===== config.mk =====
export PLATFORM = sky130hd
export DESIGN_NAME = udcnt_mod_flat
export DESIGN_NICKNAME = d
export VERILOG_FILES = /design/src/rtl/udcnt_mod_if.sv /design/src/rtl/udcnt_mod.sv /design/src/flat_wrapper.sv
export SDC_FILE = /design/constraint.sdc
export NUM_CORES = 1
export LEC_CHECK = 0
export CAP_MARGIN = 20
export CORE_AREA = 2 2 39 41
export DETAILED_ROUTE_END_ITERATION = 7
export DIE_AREA = 0 0 41 43
export GPL_ROUTABILITY_DRIVEN = 0
export PLACE_DENSITY = 0.86
export REMOVE_ABC_BUFFERS = 1
export SLEW_MARGIN = 10
export SYNTH_ARGS = -nofsm -noshare
export SYNTH_HDL_FRONTEND = slang
export SYNTH_SLANG_ARGS = --single-unit
export TNS_END_PERCENT = 100

===== constraint.sdc =====
create_clock -name CLK -period 2.1 [get_ports CLK]
set_input_delay 0.21 -clock CLK [delete_from_list [all_inputs] [get_ports CLK]]
set_output_delay 0.21 -clock CLK [all_outputs]
set_load 0.03 [all_outputs]

===== src/rtl/udcnt_mod_if.sv =====
// Control and status bundle for udcnt_mod. The master drives the controls and the
// slave (the counter) drives the count and flags.
interface udcnt_mod_if #(
    parameter int unsigned WIDTH = 4
);
    logic             Load;
    logic             EN;
    logic             Up_Dn;
    logic [WIDTH-1:0] D;
    logic [WIDTH-1:0] Limit;
    logic             Sat;
    logic [WIDTH-1:0] Q;
    logic             CO;
    logic             TC;
    logic             Ovf;

    modport master (
        output Load, EN, Up_Dn, D, Limit, Sat,
        input  Q, CO, TC, Ovf
    );

    modport slave (
        input  Load, EN, Up_Dn, D, Limit, Sat,
        output Q, CO, TC, Ovf
    );
endinterface


===== src/rtl/udcnt_mod.sv =====
// Up/down counter with parallel load, programmable modulus, carry/borrow pulse and cascade TC.
// Define UDCNT_SAT_EN to build the saturating mode (Sat input, sticky Ovf flag).
module udcnt_mod #(
    parameter int unsigned      WIDTH     = 4,
    parameter logic [WIDTH-1:0] RESET_VAL = '0
) (
    input logic        CLK,
    input logic        MR,
    udcnt_mod_if.slave bus
);
    logic [WIDTH-1:0] q_q, q_d;
    logic             co_q, co_d;
    logic             boundary;
    logic             sat_mode;
    logic             ovf_set;

`ifdef UDCNT_SAT_EN
    logic ovf_q, ovf_d;
    assign sat_mode = bus.Sat;
`else
    logic unused_sat;
    assign unused_sat = bus.Sat;
    assign sat_mode   = 1'b0;
`endif

    // The boundary compare precedes the step, so the step never overflows WIDTH.
    always_comb begin
        boundary = bus.Up_Dn ? (q_q >= bus.Limit) : (q_q == '0);
    end

    always_comb begin
        q_d     = q_q;
        co_d    = 1'b0;
        ovf_set = 1'b0;
        if (bus.Load) begin
            q_d = bus.D;
        end else if (bus.EN) begin
            if (boundary) begin
                if (sat_mode) begin
                    ovf_set = 1'b1;
                end else begin
                    q_d  = bus.Up_Dn ? '0 : bus.Limit;
                    co_d = 1'b1;
                end
            end else begin
                q_d = bus.Up_Dn ? q_q + WIDTH'(1) : q_q - WIDTH'(1);
            end
        end
    end

    always_ff @(posedge CLK or negedge MR) begin
        if (!MR) begin
            q_q  <= RESET_VAL;
            co_q <= 1'b0;
        end else begin
            q_q  <= q_d;
            co_q <= co_d;
        end
    end

`ifdef UDCNT_SAT_EN
    always_comb begin
        ovf_d = ovf_q;
        if (bus.Load) begin
            ovf_d = 1'b0;
        end else if (ovf_set) begin
            ovf_d = 1'b1;
        end
    end

    always_ff @(posedge CLK or negedge MR) begin
        if (!MR) begin
            ovf_q <= 1'b0;
        end else begin
            ovf_q <= ovf_d;
        end
    end

    assign bus.Ovf = ovf_q;
`else
    logic unused_ovf_set;
    assign unused_ovf_set = ovf_set;
    assign bus.Ovf        = 1'b0;
`endif

    assign bus.Q  = q_q;
    assign bus.CO = co_q;
    assign bus.TC = bus.EN & boundary;
endmodule

===== src/flat_wrapper.sv =====
// flat-port wrapper written by rule: the top's interface ports become plain ports
module udcnt_mod_flat 
#(
    parameter int unsigned      WIDTH     = 4,
    parameter logic [WIDTH-1:0] RESET_VAL = '0
)
  (CLK, MR, bus_Load, bus_EN, bus_Up_Dn, bus_D, bus_Limit, bus_Sat, bus_Q, bus_CO, bus_TC, bus_Ovf);
  udcnt_mod_if #(.WIDTH(WIDTH)) bus_i ();
  input logic CLK;
  input logic MR;
  input wire logic [$bits(bus_i.Load)-1:0] bus_Load;
  input wire logic [$bits(bus_i.EN)-1:0] bus_EN;
  input wire logic [$bits(bus_i.Up_Dn)-1:0] bus_Up_Dn;
  input wire logic [$bits(bus_i.D)-1:0] bus_D;
  input wire logic [$bits(bus_i.Limit)-1:0] bus_Limit;
  input wire logic [$bits(bus_i.Sat)-1:0] bus_Sat;
  output wire logic [$bits(bus_i.Q)-1:0] bus_Q;
  output wire logic [$bits(bus_i.CO)-1:0] bus_CO;
  output wire logic [$bits(bus_i.TC)-1:0] bus_TC;
  output wire logic [$bits(bus_i.Ovf)-1:0] bus_Ovf;
  assign bus_i.Load = bus_Load;
  assign bus_i.EN = bus_EN;
  assign bus_i.Up_Dn = bus_Up_Dn;
  assign bus_i.D = bus_D;
  assign bus_i.Limit = bus_Limit;
  assign bus_i.Sat = bus_Sat;
  assign bus_Q = bus_i.Q;
  assign bus_CO = bus_i.CO;
  assign bus_TC = bus_i.TC;
  assign bus_Ovf = bus_i.Ovf;
  udcnt_mod #(.WIDTH(WIDTH), .RESET_VAL(RESET_VAL)) u_core (.CLK(CLK), .MR(MR), .bus(bus_i));
endmodule

# Yosys cells after proc, flatten, opt, wreduce, memory -nomap -nowiden
# Index checks and enable logic that the tools add are counted.
# classes
n_addsub	2
order_cmp	1
mux	9
n_bitwise	1
reduce_logical	2
# ops
op	n
4-bit two-way mux	5
4-bit by 1-bit adder with 4-bit output, second input constant	1
4-bit >= comparator	1
4-bit logical NOT	1
1-bit two-way mux	4
4-bit by 1-bit subtractor with 4-bit output, second input constant	1
2-bit nonzero test	1
1-bit AND	1
# word_totals
regBits	5
input_bits	14
output_inout_bits	7
word_cells	17

# Logic depth before layout (Yosys ltp)
# depth
word_depth	5
mapped_depth	7
ltp_nobuf	7

# Worst setup path before layout
# Ideal clock, no wire load.
# synth_path
path_type	register -> output
start	register u_core.q_q[0] (netlist: u_core.bus.Q[0])
end	output port bus_TC
arrival_time_ns	1.778
required_time_ns	1.890
path_slack_ns	0.112
stages_incl_launch_ff	7
n_path_buf	0
path_cell_list	dfrtp_1 > inv_1 > ha_1 > nand2b_1 > a21o_1 > a31oi_4 > nor2_1
# synth_between
elab_chain_len	3
elab_cells_between_ends	4
cone_classes	order compare: 1; mux: 1; bitwise: 1; reduce/logical: 1
# synth_rtl
element	line_no	text
start: declaration	udcnt_mod.sv:11	logic [WIDTH-1:0] q_q, q_d;
start signal: assignment	udcnt_mod.sv:56	q_q <= q_d;
4-bit >= comparator / 4-bit logical NOT (equally long branches)	udcnt_mod.sv:28	boundary = bus.Up_Dn ? (q_q >= bus.Limit) : (q_q == '0);
1-bit two-way mux *	udcnt_mod.sv:28	
1-bit AND *	udcnt_mod.sv:88	assign bus.TC = bus.EN & boundary;
end: declaration	flat_wrapper.sv:19	output wire logic [$bits(bus_i.TC)-1:0] bus_TC;
# Mark *: on every way between the ends. The rest lies on a longest branch, timed or not.

# Worst setup path in the final report
# layout_path
start	input port bus_Limit[3]
end	output port bus_TC
# layout_between
elab_chain_len	3
# layout_rtl
element	line_no	text
start: declaration	flat_wrapper.sv:15	input wire logic [$bits(bus_i.Limit)-1:0] bus_Limit;
4-bit >= comparator	udcnt_mod.sv:28	
1-bit two-way mux	udcnt_mod.sv:28	
1-bit AND	udcnt_mod.sv:88	
# Every way passes these cells.

==> results.tsv <==
stage	metric	value	unit
run_status	status	finished clean	
timing	clk_skew	1.706	ps
timing	Finish-stage setup viols	0	
pwr	worst vdd ir	0.3147	mV
detailed_routing	Final ANT Viol Nets	0	
critical_path	Worst R2R Path Depth	7	
placement	DP HPWL	1155	um
placement	Buffers on Ports	18	
final_layout	Area Growth Syn to Fin	52.61	%
die	FP Rows	14	
synthesis	sequential area share after synthesis	23.70	%
critical_path	R2R setup slack	280	ps
global_routing	initial antenna violation count	0	
final_layout	fillers	135	
clock_network	CTS tree	built	
synthesis	most numerous cell in the Yosys netlist	nor2_1	
critical_path	CP endpoint	bus_TC	
final_layout	Layout Cells excl Fill	108	
synthesis	top cells by area in the synthesized netlist	dfrtp_1 24%, ha_1 14%, nor2_1 7.8%	
detailed_routing	drt drc	0	
critical_path	CP startpoint kind	input port	
job	Max-Cap Viols	0	
critical_path	Worst Setup SP	bus_Limit[3]	
timing	Final min period	1944	ps
synthesis	flops & latches, synth	5	
critical_path	Crit Path Max Fanout	2	
synthesis	mean area per synthesized cell	8.381	um^2
detailed_routing	DR vias/cell	5.083	
final_layout	nets	114	
synthesis	main flop type after synthesis	dfrtp_1	
synthesis	Cell Area, Synth	528.0	um^2
die	core box area	1384	um^2
placement	placed instance count	104	
clock_network	CTS H-Tree Depth	1	
die	Initial Utilization	38.16	%
synthesis	Unique masters post-synth	26	
clock_network	clock root buffer	clkbuf_4	
synthesis	Yosys top cell area share	23.70	%
synthesis	Async S/R FF share, synth	100.0	%
synthesis	Post-synth EDFFs	0	
critical_path	kind of critical path	input port to primary output	
synthesis	Yosys top cell by area	dfrtp_1	
die	Die Ht	43	um
final_layout	register area	125.1	um^2
final_layout	ratio of cells with drive above 1 in the final layout	18.48	%
timing	final hold vios	0	
critical_path	worst path required time	1890	ps
final_layout	final antenna diode count	0	
pwr	Lkg Pwr	0.0003799	uW
timing	Final period util	92.56	%
clock_network	clock sinks	5	
synthesis	Synth Instances	63	
detailed_routing	final WL	1409	um
detailed_routing	vias	549	
clock_network	worst skew pair latency	250	ps
critical_path	crit end category	primary output	
global_routing	largest net degree at the start of global routing	12	
min_path	Min-Delay Path Class	input port to async pin	
critical_path	arrival time at the worst endpoint	1730	ps
global_routing	Total GRT Usage	18.93	%
clock_network	Max clock buf depth	2	
timing	Slew Viols, Final	0	
die	die area	1763	um^2
timing	RSZ-0062 raised after global routing	false	
critical_path	RR Startpoint	u_core.bus.Q[1]	
detailed_routing	1st-iter DRT viols	9	
global_routing	first-pass GRT wire length	2256	um
clock_network	clk slew on worst S/H paths	50	ps
clock_network	Hold Buf Count CTS	0	
die	io pins	21	
clock_network	TritonCTS Buffers	3	
synthesis	synth warn	0	
global_routing	GR Overflow Total	0	
pwr	Cell Pwr Density	622.7	nW/um^2
timing	worst-case hold slack	193.3	ps
timing	f_max	514.5	MHz
detailed_routing	post-DR wirelength/cell	13.05	um
die	die width	41	um
detailed_routing	DRT Pass-1 Iters	4	
global_routing	vias in the first global route	549	
critical_path	RR Endpoint	u_core.bus.Q[3]	
synthesis	Post-synth top cells	11 x nor2_1, 7 x a21oi_1, 6 x ha_1, 6 x inv_1, 5 x dfrtp_1	
final_layout	area of the multi-input gates	369.1	um^2
[report_power, final]
part           internal [uW]  switching [uW]
sequential               108            7.36
clock                   72.4            48.0
combinational            127             139
[metal layers]
layer | track usage, % | share of wire [%] | vias up
li1 | - | - | 274
met1 | 22.40 | 41 | 260
met2 | 32.50 | 54 | 13
met3 | 3.141 | 5.0 | 2
met4 | 6.000 | 0.57 | 0
met5 | 0 | 0 | -
[critical path, stage by stage]
cell and delay (ps):
clkdlybuf4s50_1 490, inv_1 50, ha_1 290, a211o_1 290
a31oi_4 160, nor2_1 60, buf_2 180
[cells in the final DEF, fill, tap and decap left out, types with 2 or more instances in the layout]
master / count
ha_1: 6
a21oi_1: 7
mux2i_1: 3
buf_4: 9
clkbuf_4: 3
nor2_1: 11
dfrtp_1: 5
inv_1: 6
clkdlybuf4s50_1: 17
nor3_1: 2
nand2_1: 3
a21o_1: 2
o21ai_1: 2
[sequential cells by signal, summed over array words and instances (netlist names)]
| signal | count |
|---|---|
| u_core.bus.CO | 1 |
| u_core.bus.Q | 4 |
[final cells by class]
cell class,count,area share (%)
timing repair buffer,27,30.12
clock buffer,4,3.261
sequential,5,15.53
tap,16,2.484
inverter,6,2.795
multi-input combinational,50,45.81
[per-stage QoR]
stage | TNS (ps) | setup WS (ps) | utilization (%) | total power (uW) | cell area, um^2
global route | 0 | 77.51 | 58.23 | 535.6 | 805.8
floorplan | 0 | 111.8 | - | 270.7 | 516.7
global placement | -210.4 | -210.4 | 56.69 | 374.1 | 784.5
CTS | 0 | 44.82 | 58.68 | 505.6 | 812.0
detailed placement | -261.4 | -261.4 | 56.69 | 383.7 | 784.5
finish | 0 | 156.2 | 58.23 | 501.8 | 805.8
[worst min path at each step]
| stage | start | endpoint | slack (ps) |
|---|---|---|---|
| after CTS | MR | u_core.bus.Q[1] | 200 |
| after detailed placement | MR | u_core.bus.Q[3] | 470 |
| after global placement | MR | u_core.bus.CO | 450 |
| after floorplan | MR | u_core.bus.CO | -90 |
| final | MR | u_core.bus.Q[0] | 190 |
| after global routing | MR | u_core.bus.Q[3] | 210 |
[cells by family after synthesis]
kind of cell | share of synthesized area, %
AND/OR/NAND/NOR | 18.25
AO/OA/AOI/OAI | 23.93
buffers and inverters | 6.398
adder cells (fa/ha/maj) | 18.01
flip-flops | 23.70
multiplexers | 5.687
XOR/XNOR | 3.318
other | 0.7102
[repair_timing]
item | 4_1_cts | 5_1_grt
buffers inserted | 0 | 0
gates resized for setup | 3 | 2
setup endpoints to repair | 1 | 1
gates cloned | 0 | 0
Note: power is estimated with default switching activity, not from simulation.
